==> config.mk <==
export PLATFORM = sky130hd
export DESIGN_NAME = td4_alu
export DESIGN_NICKNAME = d
export VERILOG_FILES = /design/src/rtl/td4_pkg.sv /design/src/rtl/td4_alu.sv
export SDC_FILE = /design/constraint.sdc
export NUM_CORES = 1
export LEC_CHECK = 0
export ABC_AREA = 1
export BUFFER_PORTS_ARGS = -buffer_cell sky130_fd_sc_hd__buf_4
export CAP_MARGIN = 0
export CORE_AREA = 5 5 42 44
export DETAILED_ROUTE_END_ITERATION = 12
export DIE_AREA = 0 0 47 49
export PLACE_DENSITY = 0.41
export SLEW_MARGIN = 5
export SYNTH_ARGS = -nofsm -noshare
export SYNTH_HDL_FRONTEND = slang
export SYNTH_SLANG_ARGS = --single-unit
==> constraint.sdc <==
create_clock -name clk -period 1.77 [get_ports clk]
set_input_delay 0.177 -clock clk [delete_from_list [all_inputs] [get_ports clk]]
set_output_delay 0.177 -clock clk [all_outputs]
set_load 0.05 [all_outputs]
==> src/rtl/td4_pkg.sv <==
// ---------------------------------------------------------------------------
// td4_pkg
// Shared definitions for the TD4-class 4-bit CPU datapath blocks.
//   TD4_WIDTH : native operand/result width of the TD4 configuration
//   operand_t : one operand-wide data word
// ---------------------------------------------------------------------------
package td4_pkg;

  localparam int TD4_WIDTH = 4;

  typedef logic [TD4_WIDTH-1:0] operand_t;

endpackage : td4_pkg

==> src/rtl/td4_alu.sv <==
// ---------------------------------------------------------------------------
// td4_alu
// Adder ALU of the TD4-class CPU. It adds the selected source register to the
// instruction immediate. The sum goes back to the register file through the
// A/B/OUT/PC load path. The carry-out of each addition can be latched into
// the C flag, which the next instruction's JNC test reads.
//
// Ports
//   clk        in   1      system clock; the C flag samples on the rising edge
//   rst_n      in   1      asynchronous, active-low reset (clears the C flag only)
//   dat_in     in   WIDTH  source operand (A, B, IN or zero)
//   imdata     in   WIDTH  immediate field of the current instruction
//   carry_en   in   1      1 = load carry_flag into carry_q at the next rising clk
//   dat_out    out  WIDTH  dat_in + imdata, truncated to WIDTH bits
//   carry_flag out  1      carry-out of the current addition (combinational)
//   carry_q    out  1      registered carry flag (CPU C flag)
// ---------------------------------------------------------------------------
module td4_alu
  import td4_pkg::*;
#(
  parameter int WIDTH = TD4_WIDTH
) (
  input  logic             clk,
  input  logic             rst_n,
  input  logic [WIDTH-1:0] dat_in,
  input  logic [WIDTH-1:0] imdata,
  input  logic             carry_en,
  output logic [WIDTH-1:0] dat_out,
  output logic             carry_flag,
  output logic             carry_q
);

  logic carry_d;

  // Zero-extend both operands by one bit. The top bit of the sum is then the
  // carry-out, so wrap-around and the carry come from a single addition.
  assign {carry_flag, dat_out} = {1'b0, dat_in} + {1'b0, imdata};

  // The ternary keeps an unknown carry_en visible as X on the flag. An if/else
  // would quietly treat X as "hold".
  always_comb begin
    carry_d = carry_en ? carry_flag : carry_q;
  end

  always_ff @(posedge clk or negedge rst_n) begin
    if (!rst_n) begin
      carry_q <= 1'b0;
    end else begin
      carry_q <= carry_d;
    end
  end

endmodule : td4_alu

; ---- After elaboration in Yosys (flattened, before gate mapping)
; Cells that the tools add are included.
[classes]
n_addsub = 1
[op_table]
columns = operator, n
row1 = adder 4 x 4 -> 5 bit, 1
[totals]
out_inout_bits = 6
word_cells = 2
input_bits = 11
register_bits = 1

; ---- Depth between registers and ports, before layout
; Gate-level depths: netlist (run 1).
[logic_depth]
ltp_word = 1
ltp_mapped = 8

; ---- Worst setup path before layout (run 1)
; OpenSTA, ideal clock, no wires.
[synth_path]
path_kind = input to output
start = input port dat_in[0]
end = output port dat_out[2]
path_stages = 4
n_path_buf = 0
path_slack_ps = -22
arrival_ps = 1615
path_cell_list = ha_1 > inv_1 > fa_1 > xnor2_1
[synth_between]
elab_chain_cells = 1
[synth_lines]
columns = item, line_no
row1 = "start, declared", td4_alu.sv:25  ; input logic [WIDTH-1:0] dat_in,
row2 = adder 4 x 4 -> 5 bit, td4_alu.sv:37  ; assign {carry_flag, dat_out} = {1'b0, dat_in} + {1'b0, imdata};
row3 = "end, declared", td4_alu.sv:28  ; output logic [WIDTH-1:0] dat_out,
; No other way between the ends.

; ---- Worst setup path in the final report (run 1)
[layout_path]
start = input port dat_in[0]
end = output port carry_flag
[layout_between]
elab_chain_cells = 1
[layout_lines]
columns = item, line_no
row1 = adder 4 x 4 -> 5 bit, td4_alu.sv:37
row2 = "end, declared", td4_alu.sv:29  ; output logic carry_flag,
; No other way between the ends.

==> results.py, run 1 <==
metrics = {
    "floorplanning": {
        "die_area_um2": 2303,
        "core_area_um2": 1401,
        "dieHeight_um": 49,
        "start_util_pct": 15.18,
        "ioPinCount": 17,
        "die_w_um": 47,
        "rows": 14,
    },
    "yosys": {
        "synthFlopType": "dfrtp_1",
        "yosys.area.top_type": "ha_1",
        "syn_avg_cell_area_um2": 6.446,
        "seq_area_frac_synth_pct": 11.76,
        "synth_top_area_share_pct": 23.53,
        "synthTopCellsByCount": "inv_1, nand2_1, ha_1, nand3_1, nor2_1",
        "synth_top_family_by_area": "simple AND/OR/NAND/NOR gates",
        "syn_nets": 49,
        "synthAdderAreaFrac_pct": 32.94,
        "synth-xor-area-share_pct": 4.118,
        "syn_area_um2": 212.7,
        "yosys.area_share.simple_pct": 32.94,
        "synthCells": 33,
        "synth_edf_count": 0,
        "ys_seq_elements": 1,
        "synth_mux_area_share_pct": 0,
        "synthArstFlopShare_pct": 100.0,
        "synth_cell_types": 11,
        "yosysMostFrequentCell": "inv_1",
        "yosys_warnings": 0,
        "synthTopCellsByArea": "ha_1, inv_1, nand2_1, dfrtp_1, fa_1",
        "synth_compound_area_share_pct": 2.353,
    },
    "power_and_ir_drop": {
        "total_power_uw": 202.9,
        "p_leak_uw": 0.0002239,
        "clock_power_share_pct": 0,
        "ir_drop_mv": 0.1105,
        "seq_power_share_pct": 13.7,
        "p_comb_share_pct": 86.3,
        "intPower_uw": 91.20,
        "p_sw_uw": 111.7,
        "powerDensity_nw_per_um2": 547.9,
        "swShare_pct": 55.06,
    },
    "final_layout": {
        "area_growth_pct": 74.12,
        "drive_gt1_share_pct": 34.00,
        "top_regs": "carry_q (1)",
        "area.sequential_um2": 25.02,
        "num-fill-cells": 179,
        "largest_register": "carry_q",
        "multi_input_area_um2": 161.4,
        "largest_register_ffs": 1,
        "nNetsFinal": 68,
        "n_antenna_cell": 0,
        "fin_cells": 66,
    },
    "sta": {
        "min_period_ps": 1564,
        "rsz0062_at_grt": "false",
        "tightestPinTransition_ps": 222.5,
        "hold_violations": 0,
        "min_period_over_period_pct": 88.37,
        "fin_worst_skew_ps": 0,
        "relSlewSlack_pct": 85.17,
        "tns_ps": 0,
        "drv_slew": 0,
        "setup_violations": 0,
        "fmaxAchievable_mhz": 639.3,
    },
    "critical_path": {
        "required_ps": 1590,
        "cp-end-kind": "output port",
        "crit_fanout": 3,
        "worstPathArrival_ps": 1390,
        "critPathLaunchType": "input port",
        "setup.worst_path.class": "input port to output port",
    },
    "drt": {
        "via_per_inst": 3.682,
        "wl_per_cell_um": 7.848,
        "wl_um": 518,
        "vias": 243,
        "drt_iter0_drc": 4,
        "drtAntennaViolNets": 0,
        "dr.pass1.iters": 3,
        "drcViolationCount": 0,
    },
    "clock_network": {
        "clock_latency_ps": 0,
        "holdBufCountCts": 1,
        "clk_pin_slew_ps": 0,
        "cts_setup_buffers": 0,
        "cts_resized": 0,
    },
    "grt": {
        "grt_usage_pct": 4.785,
        "grt_pass1_vias": 240,
        "grt_max_degree": 6,
        "overflow": 0,
        "antenna_found_initial": 0,
        "grt_pass1_wl_um": 910,
    },
    "placement": {
        "dp.cells": 65,
        "place_hpwl_um": 480.4,
        "io_buffers": 16,
        "gp_congestion": 0.6437,
    },
    "run": {
        "maxCapViolations": 0,
    },
    "outcome": {
        "status": "completed",
    },
    "min_path": {
        "hp-class": "input port to register",
    },
}
## cells by family after synthesis
logic type	after synthesis
compound gates	1
simple gates	16
fa+ha+maj	5
xor+xnor	1
flops	1
buf+inv	9
## power groups by stage
stage	clock [µW]	combinational (µW)	sequential (µW)
global placement	0	176	27.8
floorplan	0	109	38.7
global route	0	189	27.8
detailed placement	0	177	27.7
CTS	0	179	27.7
finish	0	175	27.8
## cell usage in the layout (no fill, tap or decap), types with 2 or more instances in the layout
master and instances:
ha_1 4, inv_1 9, buf_4 16, nand2_1 8, nor2_1 2, nand3_1 4
## cell type report
cell class / count / area share [%]
tap: 16 / 5.405
sequential: 1 / 6.757
multi-input combinational: 23 / 43.58
timing repair buffer: 17 / 35.14
inverter: 9 / 9.122
## metal layers
metal / global-route usage [%] / share of wire [%] / vias up / wire length (µm)
li1: - / - / 133 / -
met1: 5.702 / 38 / 105 / 195
met2: 9.050 / 56 / 5 / 291
met3: 0.7380 / 6.0 / 0 / 31
met4: 0 / 0 / 0 / 0
met5: 0 / 0 / - / 0
## path summary, 6_finish.rpt
check / startpoint / endpoint / slack [ps] / depth (start not counted)
worst min register to register: carry_q$_DFFE_PN0P_ / carry_q$_DFFE_PN0P_ / 470 / 2
min in group asynchronous: rst_n / carry_q$_DFFE_PN0P_ / 510 / 2
worst min-delay path: carry_en / carry_q$_DFFE_PN0P_ / 420 / 3
worst max register to register: carry_q$_DFFE_PN0P_ / carry_q$_DFFE_PN0P_ / 1190 / 2
worst max-delay path: dat_in[0] / carry_flag / 210 / 9
max in group asynchronous: rst_n / carry_q$_DFFE_PN0P_ / 1170 / 2
## worst max-delay path: stages
cell and delay (ps):
buf_4 80, ha_1 170, inv_1 60, fa_1 410, inv_1 70, nand2_1 40
nand2_1 70, and2_1 120, buf_4 190
## metrics by stage
step | utilization, % | setup WS, ps | instance area, µm² | hold slack [ps]
after floorplan | - | 205.3 | 220.2 | -118.6
after global placement | 25.71 | 187.3 | 360.3 | -47.97
after detailed placement | 25.71 | 188.4 | 360.3 | -46.74
after CTS | 26.43 | 188.5 | 370.4 | 421.4
after global routing | 26.43 | 118.0 | 370.4 | 440.2
final | 26.43 | 205.8 | 370.4 | 417.0
No activity file was read; power rests on OpenSTA's default activity.
==> run 2: changes to the inputs <==
--- a/config.mk
+++ b/config.mk
@@ -11,7 +11,7 @@
 export CORE_AREA = 5 5 42 44
 export DETAILED_ROUTE_END_ITERATION = 12
 export DIE_AREA = 0 0 47 49
-export PLACE_DENSITY = 0.41
+export PLACE_DENSITY = 0.49
 export SLEW_MARGIN = 5
 export SYNTH_ARGS = -nofsm -noshare
 export SYNTH_HDL_FRONTEND = slang
==> run 2 against run 1 <==
Compared with the run above: core utilization is the same; via count did not move; final cell count did not move; largest cell class unchanged; routed wire length down 5.6%; critical path depth unchanged; worst setup slack got worse by 9.3 ps; sequential share of layout area stayed put; die area unchanged; global-route usage decreased by 0.28 points; design area unchanged.
==> results.py, run 2 (synthesis gave the netlist of run 1 again) <==
metrics = {
    "clock_network": {
        "cts_resized": 0,
        "clk_pin_slew_ps": 0,
        "clock_latency_ps": 0,
    },
    "drt": {
        "vias": 243,
        "drt_iter0_drc": 2,
        "wl_per_cell_um": 7.409,
        "via_per_inst": 3.682,
        "drcViolationCount": 0,
        "drtAntennaViolNets": 0,
        "dr.pass1.iters": 2,
        "wl_um": 489,
    },
    "floorplanning": {
        "rows": 14,
        "start_util_pct": 15.18,
        "core_area_um2": 1401,
        "dieHeight_um": 49,
        "die_w_um": 47,
        "ioPinCount": 17,
        "die_area_um2": 2303,
    },
    "sta": {
        "rsz0062_at_grt": "false",
        "tightestPinTransition_ps": 204.7,
        "min_period_ps": 1573,
        "tns_ps": 0,
        "min_period_over_period_pct": 88.90,
        "setup_violations": 0,
        "relSlewSlack_pct": 86.35,
        "layout_setup_ws_ps": 196.5,
        "drv_slew": 0,
        "fin_hold_ws_ps": 419.1,
        "hold_violations": 0,
        "fmaxAchievable_mhz": 635.5,
        "fin_worst_skew_ps": 0,
    },
    "grt": {
        "grt_pass1_wl_um": 855,
        "antenna_found_initial": 0,
        "grt_max_degree": 6,
        "overflow": 0,
        "grt_pass1_vias": 224,
        "grt_usage_pct": 4.510,
    },
    "power_and_ir_drop": {
        "ir_drop_mv": 0.1078,
        "total_power_uw": 202.5,
        "powerDensity_nw_per_um2": 546.9,
        "p_leak_uw": 0.0002239,
    },
    "final_layout": {
        "nNetsFinal": 68,
        "num-fill-cells": 164,
        "n_antenna_cell": 0,
        "top_regs": "carry_q (1)",
        "largest_register_ffs": 1,
        "layout_commonest_cell": "buf_4",
        "final_cell_mix": "buf_4, inv_1, nand2_1",
        "largest_register": "carry_q",
        "area_growth_pct": 74.12,
        "drive_gt1_share_pct": 34.00,
    },
    "critical_path": {
        "critPathLaunchType": "input port",
        "crit_fanout": 3,
        "required_ps": 1590,
        "cp_cell_sequence": "buf_4 > ha_1 > inv_1 > fa_1 > inv_1 > nand2_1 > nand2_1 > and2_1 > buf_4",
        "max_stage_delay_ps": 410,
        "cp_slowest_cell": "fa_1",
        "worstPathArrival_ps": 1400,
        "cp-end-kind": "output port",
        "setup.worst_path.class": "input port to output port",
    },
    "placement": {
        "dp_slack_ps": 181.1,
        "gp_congestion": 0.6370,
        "io_buffers": 16,
    },
    "outcome": {
        "status": "completed",
    },
    "run": {
        "maxCapViolations": 0,
    },
    "min_path": {
        "hp-class": "input port to register",
    },
}
run 2: cell counts in the layout (fill, tap and decap cells not counted):
No cell type changed its count.
run 2: worst max-delay path: cells and delay by family:
kind | cells | cell delay [ps]
buf+inv | 4 | 400
fa+ha+maj | 2 | 590
simple gates | 3 | 230
run 2: final timing paths:
check | from | end | slack, ps | cells after the start
setup / recovery | dat_in[0] | carry_flag | 200 | 9
hold / removal | carry_en | carry_q$_DFFE_PN0P_ | 420 | 3
setup reg to reg | carry_q$_DFFE_PN0P_ | carry_q$_DFFE_PN0P_ | 1180 | 2
hold reg to reg | carry_q$_DFFE_PN0P_ | carry_q$_DFFE_PN0P_ | 470 | 2
max in group asynchronous | rst_n | carry_q$_DFFE_PN0P_ | 1190 | 2
min in group asynchronous | rst_n | carry_q$_DFFE_PN0P_ | 500 | 2
run 2: final cells by class:
class,instances,area [µm²],share of cell area [%]
inverter,9,33.78,9.122
multi-input combinational,23,161.4,43.58
sequential,1,25.02,6.757
tap,16,20.02,5.405
timing repair buffer,17,130.1,35.14
run 2: metal layers:
metal / part of all wire [%] / track usage (%) / wire (µm)
met1: 41 / 5.947 / 199
met2: 53 / 8.371 / 260
met3: 6.1 / 0 / 30
met4: 0 / 0 / 0
met5: 0 / 0 / 0
run 2: metrics by stage:
step,area [µm²],utilization (%),std cells
detailed placement,360.3,25.71,65
global route,370.4,26.43,66
finish,370.4,26.43,66
CTS,370.4,26.43,66
global placement,360.3,25.71,65
floorplan,220.2,-,33
run 2: where the power goes:
group | switching [µW] | total [µW] | leakage (µW) | internal, µW
Clock | 0 | 0 | 0 | 0
Sequential | 1.60 | 27.9 | 0.0000127 | 26.3
Combinational | 110 | 175 | 0.000211 | 64.9
Total | 111 | 203 | 0.000224 | 91.3
run 2: timing repair:
| item | 4_1_cts | 5_1_grt |
|---|---|---|
| hold buffers | 1 | 0 |
| hold endpoints to repair | 1 | 0 |
| setup buffers | 0 | 0 |
